File: config.mk
export PLATFORM = sky130hd
export DESIGN_NAME = sync_fifo_rd_stream_flat
export DESIGN_NICKNAME = d
export VERILOG_FILES = /design/src/rtl/sync_fifo_rd_stream_if.sv /design/src/rtl/sync_fifo_rd_stream.sv /design/src/flat_wrapper.sv
export SDC_FILE = /design/constraint.sdc
export NUM_CORES = 1
export LEC_CHECK = 0
export BUFFER_PORTS_ARGS = -buffer_cell sky130_fd_sc_hd__buf_2
export CAP_MARGIN = 20
export CORE_MARGIN = 2
export CORE_UTILIZATION = 46
export DETAILED_ROUTE_END_ITERATION = 16
export GPL_ROUTABILITY_DRIVEN = 0
export GPL_TIMING_DRIVEN = 0
export HOLD_SLACK_MARGIN = 0.12
export PLACE_DENSITY = 0.7
export REMOVE_ABC_BUFFERS = 1
export SLEW_MARGIN = 20
export SYNTH_ARGS = -nofsm -noshare
export SYNTH_HDL_FRONTEND = slang
export SYNTH_SLANG_ARGS = --single-unit
File: constraint.sdc
create_clock -name clk -period 2 [get_ports clk]
set_input_delay 0.4 -clock clk [delete_from_list [all_inputs] [get_ports clk]]
set_output_delay 0.4 -clock clk [all_outputs]
set_load 0.02 [all_outputs]
File: src/rtl/sync_fifo_rd_stream_if.sv
// Read-side bundle between the synchronous FIFO, the stream adapter and the downstream consumer.
// The master modport is the adapter's view; the slave modport is the view of its surroundings.
interface sync_fifo_rd_stream_if #(
    parameter int FIFO_WIDTH = 8
);
    logic                  fifo_empty;
    logic [FIFO_WIDTH-1:0] fifo_rddata;
    logic                  fifo_rden;
    logic                  m_valid;
    logic [FIFO_WIDTH-1:0] m_data;
    logic                  m_ready;
    logic                  flush;
    logic [1:0]            buf_level;

    modport master (
        input  fifo_empty,
        input  fifo_rddata,
        input  m_ready,
        input  flush,
        output fifo_rden,
        output m_valid,
        output m_data,
        output buf_level
    );

    modport slave (
        output fifo_empty,
        output fifo_rddata,
        output m_ready,
        output flush,
        input  fifo_rden,
        input  m_valid,
        input  m_data,
        input  buf_level
    );
endinterface

File: src/rtl/sync_fifo_rd_stream.sv
// Turns the FIFO's rden/rddata/empty port (1-cycle read latency) into a valid/ready stream.
// A 2-entry prefetch buffer (head/tail) sustains one word per clock and supports an in-order flush.
module sync_fifo_rd_stream #(
    parameter int FIFO_WIDTH = 8
) (
    input logic                   clk,
    input logic                   rst,
    sync_fifo_rd_stream_if.master bus
);
    typedef enum logic [1:0] {
        OCC_EMPTY = 2'd0,
        OCC_ONE   = 2'd1,
        OCC_TWO   = 2'd2
    } occ_t;

    occ_t                  r_occ;
    logic                  r_inflight;
    logic                  r_valid;
    logic [FIFO_WIDTH-1:0] r_head;
    logic [FIFO_WIDTH-1:0] r_tail;

    occ_t                  w_occ_next;
    logic [FIFO_WIDTH-1:0] w_head_next;
    logic [FIFO_WIDTH-1:0] w_tail_next;
    logic                  w_pop;
    logic                  w_arrive;
    logic                  w_rden;
    logic [2:0]            w_fill;

    assign w_pop    = r_valid & bus.m_ready;
    assign w_arrive = r_inflight & ~bus.flush;

    // Words committed after this edge; the m_ready term keeps the read path at full rate.
    assign w_fill = {1'b0, r_occ} + {2'b00, r_inflight} - {2'b00, w_pop};
    assign w_rden = ~rst & ~bus.flush & ~bus.fifo_empty & (w_fill < 3'd2);

    always_comb begin
        // NOTE: every signal gets a default before the case so no latch is inferred.
        w_occ_next  = r_occ;
        w_head_next = r_head;
        w_tail_next = r_tail;
        case ({w_pop, w_arrive})
            2'b10: begin
                w_head_next = r_tail;
                w_occ_next  = (r_occ == OCC_TWO) ? OCC_ONE : OCC_EMPTY;
            end
            2'b01: begin
                if (r_occ == OCC_EMPTY) begin
                    w_head_next = bus.fifo_rddata;
                    w_occ_next  = OCC_ONE;
                end else begin
                    w_tail_next = bus.fifo_rddata;
                    w_occ_next  = OCC_TWO;
                end
            end
            2'b11: begin
                if (r_occ == OCC_TWO) begin
                    w_head_next = r_tail;
                    w_tail_next = bus.fifo_rddata;
                end else begin
                    w_head_next = bus.fifo_rddata;
                end
            end
            default: begin
            end
        endcase
    end

    // NOTE: state is updated with non-blocking assignments so every register samples pre-edge values.
    always_ff @(posedge clk) begin
        if (rst) begin
            r_occ      <= OCC_EMPTY;
            r_inflight <= 1'b0;
            r_valid    <= 1'b0;
            // NOTE: the two data slots are reset because m_data must read 0 out of reset.
            r_head     <= '0;
            r_tail     <= '0;
        end else if (bus.flush) begin
            r_occ      <= OCC_EMPTY;
            r_inflight <= 1'b0;
            r_valid    <= 1'b0;
        end else begin
            r_occ      <= w_occ_next;
            r_inflight <= w_rden;
            r_valid    <= (w_occ_next != OCC_EMPTY);
            r_head     <= w_head_next;
            r_tail     <= w_tail_next;
        end
    end

    assign bus.fifo_rden = w_rden;
    assign bus.m_valid   = r_valid;
    assign bus.m_data    = r_head;
    assign bus.buf_level = r_occ;

    a_no_read_when_empty: assert property (@(posedge clk) disable iff (rst)
        !(w_rden && bus.fifo_empty));
    a_no_overcommit: assert property (@(posedge clk) disable iff (rst)
        ({1'b0, r_occ} + {2'b00, r_inflight}) <= 3'd2);
    a_valid_tracks_occ: assert property (@(posedge clk) disable iff (rst)
        r_valid == (r_occ != OCC_EMPTY));
endmodule
File: src/flat_wrapper.sv
// flat-port wrapper written by rule: the top's interface ports become plain ports
module sync_fifo_rd_stream_flat 
#(
    parameter int FIFO_WIDTH = 8
)
  (clk, rst, bus_fifo_empty, bus_fifo_rddata, bus_m_ready, bus_flush, bus_fifo_rden, bus_m_valid, bus_m_data, bus_buf_level);
  sync_fifo_rd_stream_if #(.FIFO_WIDTH(FIFO_WIDTH)) bus_i ();
  input logic clk;
  input logic rst;
  input wire logic [$bits(bus_i.fifo_empty)-1:0] bus_fifo_empty;
  input wire logic [$bits(bus_i.fifo_rddata)-1:0] bus_fifo_rddata;
  input wire logic [$bits(bus_i.m_ready)-1:0] bus_m_ready;
  input wire logic [$bits(bus_i.flush)-1:0] bus_flush;
  output wire logic [$bits(bus_i.fifo_rden)-1:0] bus_fifo_rden;
  output wire logic [$bits(bus_i.m_valid)-1:0] bus_m_valid;
  output wire logic [$bits(bus_i.m_data)-1:0] bus_m_data;
  output wire logic [$bits(bus_i.buf_level)-1:0] bus_buf_level;
  assign bus_i.fifo_empty = bus_fifo_empty;
  assign bus_i.fifo_rddata = bus_fifo_rddata;
  assign bus_i.m_ready = bus_m_ready;
  assign bus_i.flush = bus_flush;
  assign bus_fifo_rden = bus_i.fifo_rden;
  assign bus_m_valid = bus_i.m_valid;
  assign bus_m_data = bus_i.m_data;
  assign bus_buf_level = bus_i.buf_level;
  sync_fifo_rd_stream #(.FIFO_WIDTH(FIFO_WIDTH)) u_core (.clk(clk), .rst(rst), .bus(bus_i));
endmodule
==> flow_metrics.tcl, run 1 <==
set metrics [dict create \
    status "complete, but fails checks" \
    violations "setup timing" \
    placed_area_um2 1167 \
    cts_hold_buf 0 \
    async_flop_share 0 \
    leakagePower_nw 0.5573 \
    overflow 0 \
    clkLatencyLatePin_ns 0.31 \
    swShare 0.2121 \
    p_clk_frac 0.410 \
    crit_path_start_kind "register" \
    portBuffers 24 \
    cp-end-kind "primary output" \
    p_per_area_nw_per_um2 617.4 \
    design_area_um2 1311 \
    die_y_um 51.34 \
    worst_path_dominant_cell_family "simple AND/OR/NAND/NOR gates" \
    ys_seq_area_frac 0.3883 \
    multi_input_area_um2 648.1 \
    diodes 0 \
    clock_skew_ns 0.01003 \
    p_comb_frac 0.084 \
    syn-mean-instance-area_um2 9.373 \
    clkTransAtPathRegs_ns 0.12 \
    synthDistinctLibCells 27 \
    die_x_um 51.34 \
    holdWs_ns 0.2765 \
    slew_violations 0 \
    layout_commonest_cell "buf_2" \
    via_per_inst 5.289 \
    hold_path.class "in2reg" \
    max_freq_mhz 396.9 \
    syn_area_um2 1031 \
    routed_wl_um 2247 \
    cts_buffers 3 \
    vias 878 \
    grt_antenna_before_repair 0 \
    antenna_left 0 \
    cp_slowest_stage_delay_ns 0.35 \
    crit_type "reg2out" \
    cts_max_level 1 \
    required_ns 1.60 \
    drt_pass1_iterations 4 \
    route.detailed.drc 0 \
    max-vdd-ir-drop_mv 0.4206 \
    grt_usage 0.1975 \
    die_area_um2 2636 \
    synth_cells 110 \
    drt_iter0_markers 10 \
    ys_ff_latch 20 \
    coreArea_um2 2170 \
    yosysWarningCount 0 \
    grt_pass1_wl_um 3870 \
    ios 25 \
    ff2ff_setup_slack_ns 0.13 \
    finalCritPeriodShare 1.260 \
    ctsRootBufferMaster "clkbuf_4" \
    drive_above_1_share 0.3478 \
    n_fill_cell 207 \
    area_delta_synth_final_pct 27.18 \
    initial_core_util 0.4752 \
    power_frac_seq 0.505 \
    synth_edf_count 0 \
    clockBufferDepth 2 \
    mostFrequentLayoutCells "buf_2, dfxtp_1, nand2b_1" \
    min_period_ns 2.519 \
    crit_chain "and2_4 -> ha_4 -> nand2b_4 -> fa_2 -> xor2_2 -> nor4b_2 -> buf_2" \
    grt_max_degree 26 \
    crit_buf_inv 1 \
    seq_area_um2 406.6 \
    cts_tree "yes" \
    fin_ws_ns -0.5194 \
    cp_max_fo 2 \
    grt_pass1_vias 891 \
    critPathArrivalTime_ns 2.12 \
    synthFlopType "dfxtp_1" \
    relSlewSlack 0.6882 \
    p_int_mw 0.6379 \
    rows 17 \
    hold_viol 0 \
    cpMaxStageDelayCell "fa_2" \
    worst_pin_slew_ns 0.4677 \
    cts_num_sinks 20 \
    setup-violations-final 1 \
    wl_per_cell_um 13.54 \
    rsz0062_at_grt "true" \
    place_hpwl_um 1459 \
    p_sw_mw 0.1717 \
    max-cap-violations 0 \
    finalNetCount 158 \
]
==> synthesized netlist by cell type, drive strengths merged (2+ instances only) <==
cell type | count | area share
a211oi | 2 | 0.027
a21oi | 4 | 0.019
a221oi | 8 | 0.068
and2 | 2 | 0.012
buf | 2 | 0.011
clkbuf | 2 | 0.0073
dfxtp | 20 | 0.39
ha | 5 | 0.061
inv | 5 | 0.018
mux2i | 10 | 0.097
nand2b | 17 | 0.10
nor2 | 11 | 0.040
nor3 | 9 | 0.044
nor4b | 2 | 0.017
o21ai | 2 | 0.0097
==> stage by stage <==
stage,instances,TNS [ns],total power [mW],worst slack [ns],util
2_1_floorplan,106,-0.7875,0.4548,-0.7875,-
3_3_place_gp,158,-1.791,0.4819,-0.4921,0.5381
3_5_place_dp,158,-2.463,0.4841,-0.5785,0.5381
4_1_cts,166,-0.5257,0.8189,-0.5257,0.5975
5_1_grt,166,-0.6135,0.8419,-0.6135,0.6044
6_report,166,-0.5194,0.8096,-0.5194,0.6044
==> power by group through the flow <==
stage | clock network (mW) | registers, mW | logic, mW
CTS | 0.343 | 0.409 | 0.0667
global route | 0.355 | 0.410 | 0.0760
detailed placement | 0 | 0.419 | 0.0652
global placement | 0 | 0.418 | 0.0634
floorplan | 0 | 0.423 | 0.0321
finish | 0.332 | 0.409 | 0.0683
==> cell families after synthesis <==
group | after synthesis | synth area share
AOI/OAI and AO/OA | 18 | 0.1396
xor gates and xnor gates | 1 | 0.008497
adders and majority gates | 6 | 0.08010
buffers and inverters | 9 | 0.03641
DFF | 20 | 0.3883
muxes | 10 | 0.09709
and+or+nand+nor | 46 | 0.2500
==> final cells by class <==
type / count / area share
Inverter: 5 / 0.01431
Clock inverter: 1 / 0.02290
Sequential cell: 20 / 0.3101
Multi-Input combinational cell: 81 / 0.4943
Timing Repair Buffer: 28 / 0.1145
Tap cell: 28 / 0.02672
Clock buffer: 3 / 0.01718
==> routing by layer <==
metal	wire, um	global-route usage
met5	0	0
met2	1142	0.3571
met1	1017	0.2289
met3	76	0.03509
met4	10	0.07895
==> what timing repair did <==
| action | 4_1_cts | 5_1_grt |
|---|---|---|
| gates resized for setup | 11 | 3 |
| pin swaps | 4 | 3 |
| endpoints found under the hold margin | 0 | 0 |
| buffers inserted | 4 | 0 |
| endpoints found under the setup margin | 9 | 16 |
==> worst paths after layout <==
path	from	depth (start not counted)	endpoint
worst max-delay path	u_core.bus.m_valid$_SDFF_PP0_	7	bus_fifo_rden
worst min-delay path	bus_fifo_empty	2	u_core.r_inflight$_SDFF_PP0_
worst max register to register	u_core.r_inflight$_SDFF_PP0_	8	u_core.bus.m_data[3]$_SDFFE_PP0P_
worst min register to register	u_core.r_tail[3]$_SDFFE_PP0P_	2	u_core.r_tail[3]$_SDFFE_PP0P_
==> state kept, by name, indices dropped and copies added (netlist names) <==
signal	flops
u_core.bus.m_data	8
u_core.bus.buf_level	2
u_core.r_tail	8
u_core.bus.m_valid	1
u_core.r_inflight	1
Power figures use the tool's default switching activity.
==> inputs of run 2 (changes only) <==
--- a/config.mk
+++ b/config.mk
@@ -7,7 +7,6 @@
 export LEC_CHECK = 0
 export BUFFER_PORTS_ARGS = -buffer_cell sky130_fd_sc_hd__buf_2
 export CAP_MARGIN = 20
-export CORE_MARGIN = 2
 export CORE_UTILIZATION = 46
 export DETAILED_ROUTE_END_ITERATION = 16
 export GPL_ROUTABILITY_DRIVEN = 0
@@ -15,6 +14,7 @@
 export HOLD_SLACK_MARGIN = 0.12
 export PLACE_DENSITY = 0.7
 export REMOVE_ABC_BUFFERS = 1
+export SETUP_SLACK_MARGIN = 0.2
 export SLEW_MARGIN = 20
 export SYNTH_ARGS = -nofsm -noshare
 export SYNTH_HDL_FRONTEND = slang
==> constraint.sdc (replaced) <==
create_clock -name clk -period 2 [get_ports clk]
set_input_delay 0.1 -clock clk [delete_from_list [all_inputs] [get_ports clk]]
set_output_delay 0.1 -clock clk [all_outputs]
set_load 0.02 [all_outputs]
==> flow_metrics.tcl, run 2 (synthesized netlist as in run 1, its figures left out) <==
set metrics [dict create \
    relSlewSlack 0.7197 \
    cp-end-kind "primary output" \
    violations "setup timing" \
    layout_commonest_cell "buf_2" \
    routed_wl_um 2363 \
    hold_path.class "in2reg" \
    clkTransAtPathRegs_ns 0.12 \
    die_x_um 49.34 \
    die_y_um 49.34 \
    r2r-start "u_core.bus.m_valid$_SDFF_PP0_" \
    ff2ff_setup_slack_ns 0.21 \
    min_period_ns 2.185 \
    finalCritPeriodShare 1.093 \
    vias 935 \
    fin_util 0.6936 \
    max-cap-violations 0 \
    clockBufferDepth 2 \
    cts_num_sinks 20 \
    reg2reg_to "u_core.r_inflight$_SDFF_PP0_" \
    grt_max_degree 26 \
    antenna_left 0 \
    cp-endpoint "bus_fifo_rden" \
    max-vdd-ir-drop_mv 0.5347 \
    crit_path_start_kind "register" \
    r2r_cells 6 \
    overflow 0 \
    cp_max_fo 2 \
    portBuffers 24 \
    grt_antenna_before_repair 0 \
    ctsRootBufferMaster "clkbuf_4" \
    crit_type "reg2out" \
    startpoint "u_core.bus.m_valid$_SDFF_PP0_" \
    setup-violations-final 1 \
    worst_pin_slew_ns 0.4199 \
    wl_per_cell_um 13.58 \
    status "complete, but fails checks" \
    initial_core_util 0.5049 \
    coreArea_um2 2042 \
    clock_skew_ns 0.007019 \
    rows 16 \
    required_ns 1.90 \
    max_freq_mhz 457.6 \
    leakagePower_nw 0.5907 \
    hold_viol 0 \
    drive_above_1_share 0.3673 \
    fin_ws_ns -0.1852 \
    route.detailed.drc 0 \
    cts_tree "yes" \
    die_area_um2 2434 \
    drt_pass1_iterations 6 \
    place_hpwl_um 1426 \
    mostFrequentLayoutCells "buf_2, dfxtp_1, nand2b_1" \
    diodes 0 \
    clkLatencyLatePin_ns 0.31 \
    cts_max_level 1 \
    ios 25 \
    cts_buffers 3 \
    grt_pass1_vias 855 \
    via_per_inst 5.374 \
    rsz0062_at_grt "true" \
    drt_iter0_markers 10 \
    p_per_area_nw_per_um2 585.6 \
    area_delta_synth_final_pct 37.38 \
    slew_violations 0 \
    finalNetCount 167 \
    grt_pass1_wl_um 3788 \
    holdWs_ns 0.2033 \
    grt_usage 0.2045 \
    setup-tns-final_ns -0.1852 \
    critPathArrivalTime_ns 2.09 \
]
run 2: report_power, final:
part / switching, mW / leakage [nW] / internal [mW]
clock: 0.134 / 0.0279 / 0.203
sequential: 0.00453 / 0.164 / 0.405
combinational: 0.0407 / 0.399 / 0.0431
total: 0.179 / 0.591 / 0.650
run 2: timing repair:
action,4_1_cts,5_1_grt
endpoints found under the setup margin,18,18
hold buffers,9,0
resized for setup,16,7
endpoints found under the hold margin,9,0
gates cloned,0,0
pin swaps,4,6
setup buffers,3,1
run 2: cell type report:
| type | count | area (um^2) |
|---|---|---|
| Fill cell | 170 | 625.6 |
| Clock buffer | 3 | 22.52 |
| Clock inverter | 1 | 30.03 |
| Sequential cell | 20 | 406.6 |
| Timing Repair Buffer | 37 | 244.0 |
| Tap cell | 27 | 33.78 |
| Multi-Input combinational cell | 81 | 658.1 |
| Inverter | 5 | 21.27 |
run 2: layer usage:
layer / part of all wire / track usage / routed length [um] / vias up
met5: 0 / 0 / 0 / -
met3: 0.030 / 0.02804 / 71 / 4
met2: 0.51 / 0.3539 / 1203 / 26
li1: - / - / - / 456
met1: 0.45 / 0.2578 / 1069 / 449
met4: 0.0076 / 0.06863 / 18 / 0
run 2: how the worst min path moves through the flow:
stage / start / to / cells past startpoint
CTS: bus_flush / u_core.bus.m_valid$_SDFF_PP0_ / 3
global placement: bus_fifo_empty / u_core.r_inflight$_SDFF_PP0_ / 2
floorplan: bus_fifo_empty / u_core.r_inflight$_SDFF_PP0_ / 1
global route: bus_flush / u_core.bus.m_valid$_SDFF_PP0_ / 3
detailed placement: bus_fifo_empty / u_core.r_inflight$_SDFF_PP0_ / 2
finish: bus_flush / u_core.bus.m_valid$_SDFF_PP0_ / 3
run 2: critical path: stages, from the launching register on:
cell	delay, ns
dfxtp_2	0.35
and2_4	0.15
ha_4	0.19
nand2b_4	0.13
fa_2	0.35
xor2_2	0.17
nor4b_2	0.25
buf_2	0.20
run 2: stage by stage:
stage | cell area, um^2 | power [mW] | instances | setup slack, ns
3_3_place_gp | 1166 | 0.4816 | 157 | -0.08578
4_1_cts | 1393 | 0.8294 | 173 | -0.2523
5_1_grt | 1416 | 0.8618 | 174 | -0.2629
3_5_place_dp | 1166 | 0.4836 | 157 | -0.1355
6_report | 1416 | 0.8294 | 174 | -0.1852
2_1_floorplan | 1012 | 0.4548 | 106 | -0.4875
